File: src/rtl/per_target_responder_if.sv
// rtl/per_target_responder_if.sv - request/response bundle between interconnect and target
interface per_target_responder_if #(
    parameter int ADDR_WIDTH = 32,
    parameter int DATA_WIDTH = 32,
    parameter int ID_WIDTH   = 4
);
    logic                    data_req;
    logic [ADDR_WIDTH-1:0]   data_add;
    logic                    data_wen;
    logic [DATA_WIDTH-1:0]   data_wdata;
    logic [DATA_WIDTH/8-1:0] data_be;
    logic [ID_WIDTH-1:0]     data_id;
    logic                    data_gnt;
    logic                    data_r_valid;
    logic [DATA_WIDTH-1:0]   data_r_rdata;
    logic                    data_r_opc;
    logic [ID_WIDTH-1:0]     data_r_id;

    modport master (
        output data_req, data_add, data_wen, data_wdata, data_be, data_id,
        input  data_gnt, data_r_valid, data_r_rdata, data_r_opc, data_r_id
    );

    modport slave (
        input  data_req, data_add, data_wen, data_wdata, data_be, data_id,
        output data_gnt, data_r_valid, data_r_rdata, data_r_opc, data_r_id
    );
endinterface

File: src/rtl/per_target_responder.sv
// rtl/per_target_responder.sv - fixed-latency register-bank target for the peripheral interconnect
module per_target_responder #(
    parameter int                    NUM_REGS     = 8,
    parameter int                    ADDR_WIDTH   = 32,
    parameter int                    DATA_WIDTH   = 32,
    parameter int                    ID_WIDTH     = 4,
    parameter int                    RESP_LATENCY = 1,
    parameter logic [DATA_WIDTH-1:0] RESET_VALUE  = '0
) (
    input  logic                 clk,
    input  logic                 rst,
    per_target_responder_if.slave bus
);
    localparam int IDX_W = (NUM_REGS > 1) ? $clog2(NUM_REGS) : 1;
    localparam int BE_W  = DATA_WIDTH / 8;
    localparam int LAST  = RESP_LATENCY - 1;

    generate
        if (DATA_WIDTH != 32) begin : g_bad_data_width
            $error("per_target_responder: DATA_WIDTH must be 32");
        end
        if (RESP_LATENCY < 1 || RESP_LATENCY > 4) begin : g_bad_latency
            $error("per_target_responder: RESP_LATENCY must be 1..4");
        end
        if (NUM_REGS < 2 || NUM_REGS > 256 || (NUM_REGS & (NUM_REGS - 1)) != 0) begin : g_bad_num_regs
            $error("per_target_responder: NUM_REGS must be a power of 2 in 2..256");
        end
    endgenerate

    logic                  accept;
    logic                  addr_err;
    logic [IDX_W-1:0]      idx;
    logic [DATA_WIDTH-1:0] rsp_rdata;
    logic [DATA_WIDTH-1:0] regs [NUM_REGS];

    logic                  pipe_valid [RESP_LATENCY];
    logic [DATA_WIDTH-1:0] pipe_rdata [RESP_LATENCY];
    logic                  pipe_opc   [RESP_LATENCY];
    logic [ID_WIDTH-1:0]   pipe_id    [RESP_LATENCY];
    logic                  out_valid;

    assign accept       = bus.data_req & ~rst;
    assign bus.data_gnt = accept;

    // Any address bit above the index field means the word lies past the bank.
    assign addr_err = (bus.data_add[1:0] != 2'b00) || ((bus.data_add >> (IDX_W + 2)) != '0);
    assign idx      = bus.data_add[IDX_W+1:2];

    always_comb begin
        rsp_rdata = '0;
        if (accept && !addr_err && bus.data_wen) begin
            rsp_rdata = regs[idx];
        end
    end

    always_ff @(posedge clk) begin
        if (rst) begin
            for (int i = 0; i < NUM_REGS; i++) begin
                regs[i] <= RESET_VALUE;
            end
        end else if (accept && !addr_err && !bus.data_wen) begin
            for (int b = 0; b < BE_W; b++) begin
                if (bus.data_be[b]) begin
                    regs[idx][b*8 +: 8] <= bus.data_wdata[b*8 +: 8];
                end
            end
        end
    end

    // Stage 0 captures the whole response; later stages only delay it.
    always_ff @(posedge clk) begin
        if (rst) begin
            for (int i = 0; i < RESP_LATENCY; i++) begin
                pipe_valid[i] <= 1'b0;
                pipe_rdata[i] <= '0;
                pipe_opc[i]   <= 1'b0;
                pipe_id[i]    <= '0;
            end
        end else begin
            pipe_valid[0] <= accept;
            pipe_rdata[0] <= rsp_rdata;
            pipe_opc[0]   <= accept & addr_err;
            pipe_id[0]    <= accept ? bus.data_id : '0;
            for (int i = 1; i < RESP_LATENCY; i++) begin
                pipe_valid[i] <= pipe_valid[i-1];
                pipe_rdata[i] <= pipe_rdata[i-1];
                pipe_opc[i]   <= pipe_opc[i-1];
                pipe_id[i]    <= pipe_id[i-1];
            end
        end
    end

    // Idle outputs are forced to zero so nothing stale reaches the merge tree.
    assign out_valid        = pipe_valid[LAST] & ~rst;
    assign bus.data_r_valid = out_valid;
    assign bus.data_r_rdata = out_valid ? pipe_rdata[LAST] : '0;
    assign bus.data_r_opc   = out_valid & pipe_opc[LAST];
    assign bus.data_r_id    = out_valid ? pipe_id[LAST] : '0;
endmodule
File: src/flat_wrapper.sv
// flat-port wrapper written by rule: the top's interface ports become plain ports
module per_target_responder_flat 
#(
    parameter int                    NUM_REGS     = 8,
    parameter int                    ADDR_WIDTH   = 32,
    parameter int                    DATA_WIDTH   = 32,
    parameter int                    ID_WIDTH     = 4,
    parameter int                    RESP_LATENCY = 1,
    parameter logic [DATA_WIDTH-1:0] RESET_VALUE  = '0
)
  (clk, rst, bus_data_req, bus_data_add, bus_data_wen, bus_data_wdata, bus_data_be, bus_data_id, bus_data_gnt, bus_data_r_valid, bus_data_r_rdata, bus_data_r_opc, bus_data_r_id);
  per_target_responder_if #(.ADDR_WIDTH(ADDR_WIDTH), .DATA_WIDTH(DATA_WIDTH), .ID_WIDTH(ID_WIDTH)) bus_i ();
  input  logic clk;
  input  logic rst;
  input wire logic [$bits(bus_i.data_req)-1:0] bus_data_req;
  input wire logic [$bits(bus_i.data_add)-1:0] bus_data_add;
  input wire logic [$bits(bus_i.data_wen)-1:0] bus_data_wen;
  input wire logic [$bits(bus_i.data_wdata)-1:0] bus_data_wdata;
  input wire logic [$bits(bus_i.data_be)-1:0] bus_data_be;
  input wire logic [$bits(bus_i.data_id)-1:0] bus_data_id;
  output wire logic [$bits(bus_i.data_gnt)-1:0] bus_data_gnt;
  output wire logic [$bits(bus_i.data_r_valid)-1:0] bus_data_r_valid;
  output wire logic [$bits(bus_i.data_r_rdata)-1:0] bus_data_r_rdata;
  output wire logic [$bits(bus_i.data_r_opc)-1:0] bus_data_r_opc;
  output wire logic [$bits(bus_i.data_r_id)-1:0] bus_data_r_id;
  assign bus_i.data_req = bus_data_req;
  assign bus_i.data_add = bus_data_add;
  assign bus_i.data_wen = bus_data_wen;
  assign bus_i.data_wdata = bus_data_wdata;
  assign bus_i.data_be = bus_data_be;
  assign bus_i.data_id = bus_data_id;
  assign bus_data_gnt = bus_i.data_gnt;
  assign bus_data_r_valid = bus_i.data_r_valid;
  assign bus_data_r_rdata = bus_i.data_r_rdata;
  assign bus_data_r_opc = bus_i.data_r_opc;
  assign bus_data_r_id = bus_i.data_r_id;
  per_target_responder #(.NUM_REGS(NUM_REGS), .ADDR_WIDTH(ADDR_WIDTH), .DATA_WIDTH(DATA_WIDTH), .ID_WIDTH(ID_WIDTH), .RESP_LATENCY(RESP_LATENCY), .RESET_VALUE(RESET_VALUE)) u_core (.clk(clk), .rst(rst), .bus(bus_i));
endmodule
File: config.mk
export PLATFORM = sky130hd
export DESIGN_NAME = per_target_responder_flat
export DESIGN_NICKNAME = d
export VERILOG_FILES = /design/src/rtl/per_target_responder_if.sv /design/src/rtl/per_target_responder.sv /design/src/flat_wrapper.sv
export SDC_FILE = /design/constraint.sdc
export NUM_CORES = 1
export LEC_CHECK = 0
export BUFFER_PORTS_ARGS = -buffer_cell sky130_fd_sc_hd__buf_2
export CORE_MARGIN = 4
export CORE_UTILIZATION = 25
export CTS_BUF_LIST = sky130_fd_sc_hd__clkbuf_8
export DETAILED_ROUTE_END_ITERATION = 6
export PLACE_DENSITY = 0.4
export SLEW_MARGIN = 20
export SYNTH_ARGS = -nofsm -noshare
export SYNTH_HDL_FRONTEND = slang
export SYNTH_SLANG_ARGS = --single-unit
File: constraint.sdc
create_clock -name clk -period 4.2 [get_ports clk]
set_input_delay 0.84 -clock clk [delete_from_list [all_inputs] [get_ports clk]]
set_output_delay 0.84 -clock clk [all_outputs]
set_load 0.05 [all_outputs]
== Yosys cells after proc, flatten, opt, wreduce, memory -nomap -nowiden ==
Memory sizes are Yosys's and may differ from the RTL's.
Cells that the tools add are included.

* Flip-flop bits (word level): 0
* Input port bits: 76
* RAM bits: 294
* Memories kept: 5
* Output and inout bits: 39
* Logic and storage cells: 57

{| class="wikitable"
|+ Memories
! memory !! words !! bits a word !! read ports !! clocked after memory_dff !! write ports !! line !! source
|-
| u_core.regs || 8 || 32 || 1 || 0 || 8 || per_target_responder.sv:34 || <nowiki>logic [DATA_WIDTH-1:0] regs [NUM_REGS];</nowiki>
|-
| u_core.pipe_rdata || 1 || 32 || 1 || 0 || 1 || per_target_responder.sv:37 || <nowiki>logic [DATA_WIDTH-1:0] pipe_rdata [RESP_LATENCY];</nowiki>
|-
| u_core.pipe_id || 1 || 4 || 1 || 0 || 1 || per_target_responder.sv:39 || <nowiki>logic [ID_WIDTH-1:0] pipe_id [RESP_LATENCY];</nowiki>
|-
| u_core.pipe_opc || 1 || 1 || 1 || 0 || 1 || per_target_responder.sv:38 || <nowiki>logic pipe_opc [RESP_LATENCY];</nowiki>
|-
| u_core.pipe_valid || 1 || 1 || 1 || 0 || 1 || per_target_responder.sv:36 || <nowiki>logic pipe_valid [RESP_LATENCY];</nowiki>
|}

* Multiplexer cells: 34
* Reductions and logical operators: 13
* Bitwise logic cells: 5

{| class="wikitable"
|+ Operator list
! operator !! count
|-
| 2-to-1 mux 32 bit || 4
|-
| OR reduction 32 bit || 2
|-
| nonzero test 32 bit || 1
|-
| 2-to-1 mux 1 bit || 25
|-
| 2-to-1 mux 4 bit || 4
|-
| bitwise AND 1 bit || 4
|-
| OR reduction 4 bit || 1
|-
| logical AND 1 bit || 3
|-
| 2-to-1 mux 3 bit || 1
|-
| logical NOT 1 bit || 2
|-
| nonzero test 2 bit || 1
|-
| OR reduction 1 bit || 2
|-
| logical OR 1 bit || 1
|-
| inverter 1 bit || 1
|}

== Longest topological paths before layout ==
Gate-level depths: netlist of run 1.

* Depth in word-level cells: 10
* Gate-level depth with buffers: 8
* Mapped depth without buffers: 4

== Worst setup path after synthesis of run 1 ==
OpenSTA, ideal clock, no wires.

* Path kind: input-to-output
* Start point: input port rst
* End point: output port bus_data_r_rdata[22]
* Arrival: 2.232 ns
* Stages on the path: 4
* Required time: 3.360 ns
* Path slack: 1.128 ns
* Buffers on the path: 2
* Cell sequence: clkbuf_1 > nor2b_1 > clkbuf_1 > and2_1

* Longest elaborated chain between the ends: 3

{| class="wikitable"
|+ Ends and longest elaborated chain
! item !! line !! source
|-
| start: declaration || flat_wrapper.sv:14 || <nowiki>input logic rst;</nowiki>
|-
| inverter 1 bit || per_target_responder.sv:94 || <nowiki>assign out_valid = pipe_valid[LAST] & ~rst;</nowiki>
|-
| bitwise AND 1 bit || per_target_responder.sv:94 ||
|-
| net bus_data_r_valid || flat_wrapper.sv:22 || <nowiki>output wire logic [$bits(bus_i.data_r_valid)-1:0] bus_data_r_valid;</nowiki>
|-
| 2-to-1 mux 32 bit || per_target_responder.sv:96 || <nowiki>assign bus.data_r_rdata = out_valid ? pipe_rdata[LAST] : '0;</nowiki>
|-
| end: declaration || flat_wrapper.sv:23 || <nowiki>output wire logic [$bits(bus_i.data_r_rdata)-1:0] bus_data_r_rdata;</nowiki>
|}

The timed path passes the listed nets, and every way through them passes these cells.

== Worst setup path after layout of run 1 ==
* Start point: input port rst
* End point: output port bus_data_r_rdata[10]

* Longest elaborated chain between the ends: 3

{| class="wikitable"
|+ Ends and longest elaborated chain
! item !! line
|-
| inverter 1 bit || per_target_responder.sv:94
|-
| bitwise AND 1 bit || per_target_responder.sv:94
|-
| 2-to-1 mux 32 bit || per_target_responder.sv:96
|}

Every way passes these cells.

==> flow_summary.ini, run 1 <==
[setup_path]
worstReg2RegEnd = u_core.pipe_rdata[0][4]$_SDFF_PP0_
required_ps = 3360
cp-end-kind = primary output
cp.depth = 5
path_delay_family = buffers and inverters
crit_start = rst
crit_path_end = bus_data_r_rdata[10]
crit_path_max_incr_delay_ps = 660
timing.rr.start = u_core.regs[4][4]$_SDFFCE_PN0P_
worst-path-buf-inv = 3
crit_path_top_delay_cell = nor2b_4
crit_path_start_kind = primary input
arrival_ps = 2570
timing_worst_setup_path_type = primary input to primary output
worstPathCellList = buf_2, nor2b_4, buf_4, and2_1, buf_2
crit_path_max_fanout = 35
r2r_slack_ps = 2680
crit_top_cell = buf_2
reg2reg_depth = 4

[synth]
synth_edf_count = 256
yosysTopAreaCell = edfxtp_1
yosys_warnings = 0
synth_area_leaders = edfxtp_1 60%, nor2_1 8.1%, dfxtp_1 6.0%
synth.distinct_cells = 48
synth_seq_cells = 294
syn_nets = 1082
async_reset_ff_frac = 0
synth_area_per_cell_um2 = 12.7
synth_top_cell_area_share = 0.602
synth_area_um2 = 12800
synth-seq-area-share = 0.662
synth_cells = 1006
synth_top_flop_cell = edfxtp_1

[placement]
place_hpwl_um = 26300
gp_congestion = 0.735
port-buffer-count = 114
dp_slack_ps = 729

[global_routing]
grt_pass1_wl_um = 61900
overflow = 0
track_usage = 0.156
grt_pass1_vias = 8886
antenna_found_initial = 0
grt_max_degree = 36

[min_path]
hp-class = primary input to flop

[die]
die_y_um = 234
rows = 82
fp.dieW_um = 234
io_pins = 115
die-area_um2 = 54700
start_util = 0.254
design.core.area_um2 = 50300

[power]
p_leak_nw = 5.22
ir_drop_v = 0.000146
power_density_nw_per_um2 = 416

[timing]
hold_viol_final = 0
grt_setup_unrepaired = no
whs_ps = 440
slew_headroom = 0.495
worstMarginPinSlew_ps = 758
fmaxAchievable_ghz = 0.293
clock_skew_ps = 11.8
setup-violations-final = 0
period_minus_slack_ps = 3410
period_share = 0.812
slew_viol_final = 0
fin_ws_ps = 790
setup_tns_ps = 0

[clocking]
clk_latency_ps = 610
cts-root-buf = clkbuf_8
cts_resized = 0
cts_setup_buffers = 0
cts_tree = built
cts.hold.buffers_added = 0
clkSlewWorstSetupHoldPaths_ps = 60
cts_buffer_depth = 3
clock_sinks = 294
cts_max_level = 2
numCtsBuffers = 52

[route]
drt-initial-drc-count = 575
postRouteAntennaNets = 0
drcViolationCount = 0
routed_wl_um = 42800
viasPerCell = 4.64
firstDrtPassIters = 5
routedWlPerCell_um = 23.3
dr_total_vias = 8543

[cells_and_area]
final_common_cell = nor2_1
finalNetCount = 1204
drive_gt1_frac = 0.247
layout_common_cells = 277 x nor2_1, 256 x edfxtp_1, 113 x buf_2
areaGrowthSynthToFinish_pct = 17.5

[run]
cap_violations = 0

[status]
outcome = finished clean
==> metal layers <==
layer | vias to the layer above | share of wire | track usage
li1 | 3911 | - | -
met1 | 4327 | 0.45 | 0.212
met2 | 248 | 0.48 | 0.259
met3 | 57 | 0.049 | 0.0261
met4 | 0 | 0.020 | 0.0449
met5 | - | 0 | 0
==> logic make-up after synthesis <==
family                 Yosys count  synth area share
AO/OA/AOI/OAI                  130            0.0809
buffers and inverters           87            0.0341
AND/OR/NAND/NOR                419             0.143
multiplexers                    76            0.0796
flip-flops                     294             0.662
==> area by class of cell <==
type	count	area (um^2)
fill	5196	35300
sequential	294	8450
multi-input combinational	625	3890
timing repair buffer	151	863
tap	672	841
clock buffer	56	771
clock inverter	38	169
inverter	4	15.0
antenna	1	2.50
==> worst min path at each step <==
stage	from	to	slack, ps	depth (start not counted)
floorplan	u_core.regs[1][10]$_SDFFCE_PN0P_	u_core.pipe_rdata[0][10]$_SDFF_PP0_	470	2
global placement	u_core.regs[0][16]$_SDFFCE_PN0P_	u_core.pipe_rdata[0][16]$_SDFF_PP0_	510	2
detailed placement	u_core.regs[0][16]$_SDFFCE_PN0P_	u_core.pipe_rdata[0][16]$_SDFF_PP0_	520	2
CTS	bus_data_id[3]	u_core.pipe_id[0][3]$_SDFF_PP0_	370	2
global route	bus_data_id[3]	u_core.pipe_id[0][3]$_SDFF_PP0_	410	2
finish	bus_data_id[3]	u_core.pipe_id[0][3]$_SDFF_PP0_	440	2
==> synth_stat cells (all sizes together) (2+ instances only) <==
library cell / instances
and2: 54
nor4: 6
inv: 4
clkbuf: 24
o211a: 2
o22ai: 7
o2bb2ai: 4
mux2: 24
a22o: 10
edfxtp: 256
a221oi: 13
nand2: 44
dfxtp: 38
a21oi: 16
o22a: 4
nor3: 2
nand4: 8
nand2b: 2
o21ai: 3
a21o: 3
nor2b: 12
a31o: 29
nor2: 282
and4: 2
mux4: 18
nand3: 4
a221o: 9
a41o: 4
buf: 59
a22oi: 20
a31oi: 3
mux2i: 34
==> power breakdown <==
part           internal [mW]  switching (mW)
Sequential              3.29          0.0318
Clock                   1.28            1.19
Combinational          0.161           0.286
Total                   4.73            1.51
==> registers in the layout, indices dropped and copies added (netlist names) <==
signal,cells
u_core.pipe_opc,1
u_core.pipe_rdata,32
u_core.pipe_id,4
u_core.regs,256
u_core.pipe_valid,1
==> metrics by stage <==
step / instances / utilization / cell area (um^2) / total power, mW
after floorplan: 1006 / - / 12800 / 3.65
after CTS: 1840 / 0.298 / 15000 / 6.32
after detailed placement: 1746 / 0.280 / 14100 / 3.84
after global placement: 1746 / 0.280 / 14100 / 3.84
final: 1841 / 0.298 / 15000 / 6.24
after global routing: 1840 / 0.298 / 15000 / 6.50
Note: power is estimated with default switching activity, not from simulation.
==> run 2, diff against run 1 <==
- PLACE_DENSITY: 0.4 -> 0.42
- clock period: 4.2 -> 2.76 ns (I/O delays scaled with it)
==> flow_summary.ini, run 2 (synthesis gave the netlist of run 1 again) <==
[die]
die-area_um2 = 54700
fp.dieW_um = 234
rows = 82
die_y_um = 234
io_pins = 115
start_util = 0.254
design.core.area_um2 = 50300

[setup_path]
worstPathCellList = nor2b_4, buf_4, and2_1, buf_2
crit_start = u_core.pipe_valid[0]$_SDFF_PP0_
reg2reg_depth = 4
timing.rr.start = u_core.regs[5][4]$_SDFFCE_PN0P_
worst-path-buf-inv = 2
crit_path_max_incr_delay_ps = 310
path_delay_family = buffers and inverters
crit_path_start_kind = flop
cp-end-kind = primary output
required_ps = 2210
r2r_slack_ps = 1210
crit_path_max_fanout = 23
crit_path_top_delay_cell = buf_4
worstReg2RegEnd = u_core.pipe_rdata[0][4]$_SDFF_PP0_
timing_worst_setup_path_type = flop to primary output
arrival_ps = 1810

[route]
drt-initial-drc-count = 728
routedWlPerCell_um = 23.4
dr_total_vias = 8898
viasPerCell = 4.72
drcViolationCount = 0
routed_wl_um = 44100
postRouteAntennaNets = 0
firstDrtPassIters = 5

[timing]
worstMarginPinSlew_ps = 642
period_minus_slack_ps = 2360
slew_viol_final = 0
grt_setup_unrepaired = no
period_share = 0.854
setup_tns_ps = 0
slew_headroom = 0.572
setup-violations-final = 0
fmaxAchievable_ghz = 0.424
hold_viol_final = 0
clock_skew_ps = 9.59

[min_path]
hold_start = bus_data_id[0]
min_to = u_core.pipe_id[0][0]$_SDFF_PP0_
hold_depth = 2
hp-class = primary input to flop

[power]
p_seq_frac = 0.525
switching_share = 0.247
p_sw_mw = 2.39
ir_drop_v = 0.000273
clockPowerShare = 0.399
power.internal_mw = 7.30
p_leak_nw = 5.46
power_density_nw_per_um2 = 628
power_frac_comb = 0.075

[clocking]
cts_setup_buffers = 0
clkSlewWorstSetupHoldPaths_ps = 60
cts_tree = built
numCtsBuffers = 52
cts_resized = 0
cts-root-buf = clkbuf_8
cts_max_level = 2
cts.hold.buffers_added = 0
clock_sinks = 294
cts_buffer_depth = 3
clk_latency_ps = 610

[status]
outcome = finished clean

[cells_and_area]
largest_reg_flops = 256
drive_gt1_frac = 0.283
top_register = u_core.regs
design_area_um2 = 15400
areaGrowthSynthToFinish_pct = 20.8
n_antenna_cell = 0
finalNetCount = 1248
top_regs = u_core.regs: 256 flops, u_core.pipe_rdata: 32 flops, u_core.pipe_id: 4 flops
fill_cells = 5201
final_common_cell = nor2_1
layout_common_cells = 277 x nor2_1, 256 x edfxtp_1, 113 x buf_2

[placement]
detailed_place.area_um2 = 14400
gp_congestion = 0.795
port-buffer-count = 114
place_hpwl_um = 30200

[global_routing]
grt_pass1_wl_um = 63600
overflow = 0
grt_max_degree = 42
track_usage = 0.160
grt_pass1_vias = 9165
antenna_found_initial = 0

[run]
cap_violations = 0
[run 2: worst max-delay path by stage]
stage | endpoint | depth (start not counted) | slack, ps
finish | bus_data_r_rdata[6] | 4 | 400
global route | bus_data_r_rdata[20] | 4 | 290
CTS | bus_data_r_rdata[6] | 4 | 310
detailed placement | u_core.regs[4][11]$_SDFFCE_PN0P_ | 6 | 330
global placement | u_core.regs[4][15]$_SDFFCE_PN0P_ | 6 | 350
floorplan | bus_data_r_rdata[22] | 4 | 260
[run 2: stage by stage]
| step | std cells | setup WS [ps] | total power, mW | hold WS (ps) | util |
|---|---|---|---|---|---|
| finish | 1885 | 402 | 9.69 | 145 | 0.307 |
| CTS | 1885 | 310 | 9.81 | 89.0 | 0.307 |
| detailed placement | 1790 | 330 | 5.92 | 530 | 0.287 |
| global placement | 1790 | 352 | 5.92 | 521 | 0.287 |
| floorplan | 1006 | 264 | 5.55 | 468 | - |
| global route | 1885 | 290 | 10.1 | 113 | 0.307 |
[run 2: power groups by stage]
| stage | registers [mW] | logic (mW) | clock network [mW] |
|---|---|---|---|
| floorplan | 5.13 | 0.414 | 0 |
| global placement | 5.18 | 0.738 | 0 |
| detailed placement | 5.18 | 0.735 | 0 |
| CTS | 5.09 | 0.738 | 3.98 |
| global route | 5.10 | 0.780 | 4.19 |
| finish | 5.09 | 0.727 | 3.87 |
[run 2: final cells by class]
| cell class | count | area, um^2 | share of cell area |
|---|---|---|---|
| Tap cell | 672 | 841 | 0.0545 |
| Multi-Input combinational cell | 625 | 3890 | 0.252 |
| Clock buffer | 61 | 840 | 0.0544 |
| Inverter | 4 | 15.0 | 0.000974 |
| Sequential cell | 294 | 8450 | 0.548 |
| Timing Repair Buffer | 195 | 1260 | 0.0815 |
| Clock inverter | 34 | 136 | 0.00884 |
[run 2: metal layers]
layer  global-route usage  vias up  share of wire
li1                     -     4001              -
met2                0.260      322           0.47
met4               0.0475        0          0.024
met3               0.0294       73          0.061
met5                    0        -              0
met1                0.219     4502           0.44
